<file path="src/rtl/dmi_arbiter.sv">
// dmi_arbiter: shares one DMI request/response channel between NrMasters
// requesters. Round-robin grant, one transaction in flight, and the response
// is routed back only to the requester that owns the transaction.
// Request layout {addr[6:0], op[1:0], data[31:0]}; response {data[31:0], resp[1:0]}.
module dmi_arbiter #(
    parameter  int unsigned NrMasters = 2,
    localparam int unsigned IdxW      = $clog2(NrMasters)
) (
    input  logic                          clk_i,
    input  logic                          rst_ni,
    input  logic [NrMasters-1:0][40:0]    mst_req_i,
    input  logic [NrMasters-1:0]          mst_req_valid_i,
    output logic [NrMasters-1:0]          mst_req_ready_o,
    output logic [NrMasters-1:0][33:0]    mst_resp_o,
    output logic [NrMasters-1:0]          mst_resp_valid_o,
    input  logic [NrMasters-1:0]          mst_resp_ready_i,
    output logic [40:0]                   slv_req_o,
    output logic                          slv_req_valid_o,
    input  logic                          slv_req_ready_i,
    input  logic [33:0]                   slv_resp_i,
    input  logic                          slv_resp_valid_i,
    output logic                          slv_resp_ready_o,
    output logic                          busy_o,
    output logic [IdxW-1:0]               owner_o
);

    localparam int unsigned IdxW1 = IdxW + 1;

    typedef enum logic [1:0] {IDLE, REQ, RESP} state_e;

    state_e          state_q;
    logic [40:0]     req_q;
    logic [IdxW-1:0] owner_q;
    logic [IdxW-1:0] prio_q;

    logic            w_found;
    logic [IdxW-1:0] w_win;
    logic [IdxW:0]   w_idx;
    logic [IdxW-1:0] w_owner_nxt;

    // Round-robin pick: first valid at or after prio_q, wrapping mod NrMasters.
    // The sum is one bit wider so the wrap works for non-power-of-2 counts.
    always_comb begin
        w_found = 1'b0;
        w_win   = '0;
        w_idx   = '0;
        for (int unsigned i = 0; i < NrMasters; i++) begin
            w_idx = {1'b0, prio_q} + IdxW1'(i);
            if (w_idx >= IdxW1'(NrMasters)) begin
                w_idx = w_idx - IdxW1'(NrMasters);
            end
            if (!w_found && mst_req_valid_i[w_idx[IdxW-1:0]]) begin
                w_found = 1'b1;
                w_win   = w_idx[IdxW-1:0];
            end
        end
    end

    // Explicit wrap so the pointer never lands on a nonexistent requester
    assign w_owner_nxt = (owner_q == IdxW'(NrMasters - 1)) ? '0 : owner_q + 1'b1;

    // Grant only in IDLE; ready depends on valids, never the other way round
    always_comb begin
        mst_req_ready_o = '0;
        if (state_q == IDLE && w_found) begin
            mst_req_ready_o[w_win] = 1'b1;
        end
    end

    // Response is passed straight through, but only to the owner and only in RESP;
    // anything arriving earlier stays back-pressured at the slave
    always_comb begin
        mst_resp_valid_o = '0;
        if (state_q == RESP) begin
            mst_resp_valid_o[owner_q] = slv_resp_valid_i;
        end
    end

    // Response payload is broadcast; the valid bit alone selects the receiver
    always_comb begin
        for (int unsigned i = 0; i < NrMasters; i++) begin
            mst_resp_o[i] = slv_resp_i;
        end
    end

    assign slv_resp_ready_o = (state_q == RESP) && mst_resp_ready_i[owner_q];
    assign slv_req_valid_o  = (state_q == REQ);
    assign slv_req_o        = req_q;
    assign busy_o           = (state_q != IDLE);
    assign owner_o          = owner_q;

    // Transaction FSM: capture the winner's request, present it, wait for the reply
    always_ff @(posedge clk_i or negedge rst_ni) begin
        if (!rst_ni) begin
            state_q <= IDLE;
            req_q   <= '0;
            owner_q <= '0;
            prio_q  <= '0;
        end else begin
            case (state_q)
                IDLE: begin
                    if (w_found) begin
                        req_q   <= mst_req_i[w_win];
                        owner_q <= w_win;
                        state_q <= REQ;
                    end
                end
                REQ: begin
                    if (slv_req_ready_i) begin
                        prio_q  <= w_owner_nxt;
                        state_q <= RESP;
                    end
                end
                RESP: begin
                    if (slv_resp_valid_i && slv_resp_ready_o) begin
                        state_q <= IDLE;
                    end
                end
                default: state_q <= IDLE;
            endcase
        end
    end

endmodule

</file>
<file path="config.mk">
export PLATFORM = sky130hd
export DESIGN_NAME = dmi_arbiter
export DESIGN_NICKNAME = d
export VERILOG_FILES = /design/src/rtl/dmi_arbiter.sv
export SDC_FILE = /design/constraint.sdc
export NUM_CORES = 1
export LEC_CHECK = 0
export ABC_CLOCK_PERIOD_IN_PS = 1500
export BUFFER_PORTS_ARGS = -buffer_cell sky130_fd_sc_hd__buf_2
export CORE_MARGIN = 10
export CORE_UTILIZATION = 38
export CTS_BUF_LIST = sky130_fd_sc_hd__clkbuf_8
export CTS_CLUSTER_DIAMETER = 80
export DETAILED_ROUTE_END_ITERATION = 8
export PLACE_DENSITY = 0.82
export SLEW_MARGIN = 20
export SYNTH_ARGS = -nofsm -noshare
export SYNTH_HDL_FRONTEND = slang
export SYNTH_SLANG_ARGS = --single-unit
export TNS_END_PERCENT = 100
</file>
<file path="constraint.sdc">
create_clock -name clk_i -period 1.5 [get_ports clk_i]
set_input_delay 0.15 -clock clk_i [delete_from_list [all_inputs] [get_ports clk_i]]
set_output_delay 0.15 -clock clk_i [all_outputs]
set_load 0.03 [all_outputs]
</file>
==> flow_summary.toml <==
[setup_path]
reg2reg_depth = 6
path_class = "reg -> out"
cp_data_required_time_ps = 1350
start_kind = "flop"
ff2ff_setup_slack_ps = 0
arrival_ps = 1370
critPathMaxFanout = 5
endpoint_kind = "primary output"

[yosys]
syn-instance-count = 235
yosysWarningCount = 0
synth.ff_latch_count = 45
ys_seq_area_share_pct = 43.2
syn_area_sq_um = 2610
synth_nets = 359
synth_cell_types = 23
syn_avg_cell_area_sq_um = 11.1

[timing]
maxSlewHeadroom_pct = 66.7
tightestPinTransition_ps = 499
rsz0062_at_grt = "yes"
setup_viol = 3
slew_violations = 0
hold_viol = 0
final.period_utilization_pct = 101
clock_skew_ps = 4.85
setup_ws_ps = -17.6
fmax_mhz = 659
min_period_ps = 1520

[job]
drv_cap = 0

[die]
die_h_um = 103
io_pins = 241
start_util_pct = 38.8
row_count = 30
core_area_sq_um = 6720
die_w_um = 103
die_area_sq_um = 10600

[grt]
grt_pass1_vias = 2263
gr-usage-all-layers_pct = 14.8
grt_pass1_wl_um = 12000
grt_max_degree = 44
antenna_found_initial = 0
grt.overflow.total = 0

[cells_and_area]
multiInputGateArea_sq_um = 872
final_common_cell = "buf_2"
regArea_sq_um = 1130
num-nets-final = 438
final_cell_mix = "buf_2, dfrtp_1, o21a_1, a221o_1, buf_4"
utilization_pct = 48.9
diodes = 0
num-fill-cells = 615
drive_gt1_share_pct = 54.0
syn_to_final_growth_pct = 26.0
stdcell_area_sq_um = 3290
fin_cells = 395

[cts]
numClockSinks = 45
clk_pin_slew_ps = 80
htreeDepth = 2
cts_tree = "yes"
cts_buffer_depth = 2
ctsRootBufferMaster = "clkbuf_8"
clk_latency_ps = 290
cts_buffers = 5

[detailed_routing]
drt-initial-drc-count = 66
drcViolationCount = 0
vias = 2169
routed_wl_um = 8830
first_pass_iters = 4
avgRoutedWirePerCell_um = 22.3
ant_nets = 0
vias_per_cell = 5.49

[min_path]
hold_depth = 2
hp-class = "in -> reg"

[status]
violations = "negative setup slack"
status = "finished with violations"

[placed_design]
place_hpwl_um = 5990
portBuffers = 138
dp.cells = 374
gp_congestion = 0.753
dpl_worst_slack_ps = 95.6
dpl_cell_area_sq_um = 2880

[power_and_ir_drop]
peakVddDrop_mv = 1.01
power_density_nw_per_um2 = 2410
leakagePower_uw = 0.00166
metrics by stage:
| step | TNS [ps] | total power [uW] | hold WS (ps) |
|---|---|---|---|
| after CTS | 0 | 7460 | 72.6 |
| final | -22.4 | 7920 | 79.3 |
| after global placement | 0 | 6070 | 140 |
| after floorplan | 0 | 5300 | -146 |
| after detailed placement | 0 | 6200 | 146 |
| after global routing | -581 | 8340 | 68.4 |
final timing paths:
path,endpoint,from
min in group asynchronous,slv_req_o[37]$_DFFE_PN0P_,rst_ni
min,slv_req_o[22]$_DFFE_PN0P_,mst_req_i[22]
max in group asynchronous,slv_req_o[16]$_DFFE_PN0P_,rst_ni
max,mst_resp_valid_o[0],state_q[1]$_DFFE_PN0P_
min reg2reg,slv_req_o[5]$_DFFE_PN0P_,slv_req_o[5]$_DFFE_PN0P_
max reg2reg,slv_req_o[7]$_DFFE_PN0P_,state_q[1]$_DFFE_PN0P_
per-layer routing:
metal	GRT usage (%)	wire, um
met3	6.84	1030
met5	0	0
met1	16.9	3660
met2	24.3	4020
met4	4.06	121
critical path, cell delays in order (launching register included):
cell	delay [ps]
dfrtp_1	430
or2b_1	290
nor3b_2	170
buf_4	180
Yosys cell counts, drive strengths merged:
| cell type | instances | area, sq um |
|---|---|---|
| nor2 | 3 | 13.8 |
| mux2i | 1 | 10.0 |
| a221o | 41 | 410 |
| o2bb2ai | 1 | 8.76 |
| nand2b | 2 | 12.5 |
| and2b | 1 | 7.51 |
| o21ai | 3 | 15.0 |
| and4b | 1 | 10.0 |
| clkbuf | 6 | 22.5 |
| and3 | 2 | 12.5 |
| nor2b | 1 | 6.26 |
| inv | 2 | 7.50 |
| o21a | 41 | 308 |
| or2b | 1 | 7.51 |
| dfrtp | 45 | 1130 |
| nor3b | 1 | 7.51 |
| buf | 80 | 608 |
| nand3b | 1 | 7.51 |
| nand2 | 2 | 7.51 |
final cells by class:
type / instances / share of cell area (%)
multi-input combinational: 102 / 26.5
timing repair buffer: 158 / 32.2
clock inverter: 2 / 1.03
sequential: 45 / 34.3
clock buffer: 6 / 2.51
tap: 80 / 3.05
inverter: 2 / 0.457
sequential cells by signal, summed over array words and instances, names as in the netlist:
register and flops:
slv_req_o 41, state_q 2, owner_o 1, prio_q 1
cells by family (layout without fill, tap and decap cells):
kind of cell,after synthesis,after routing,share of synthesized area [%]
AO/OA/AOI/OAI,86,86,28.4
buffers and inverters,88,168,24.5
flip-flops,45,45,43.2
multiplexers,1,1,0.384
AND/OR/NAND/NOR,15,15,3.55
power breakdown:
group / internal, uW / switching [uW] / total [uW] / leakage, uW
Combinational: 2120 / 2720 / 4840 / 0.00105
Clock: 537 / 398 / 935 / 0.0000626
Sequential: 1800 / 344 / 2150 / 0.000556
Total: 4460 / 3460 / 7920 / 0.00166
timing repair:
action / 4_1_cts / 5_1_grt
resized for setup: 10 / 16
pin swaps: 2 / 30
setup endpoints to repair: 3 / 45
cloned: 2 / 4
hold buffers: 1 / 0
hold endpoints to repair: 20 / 0
setup buffers: 5 / 1
Power figures use the tool's default switching activity.
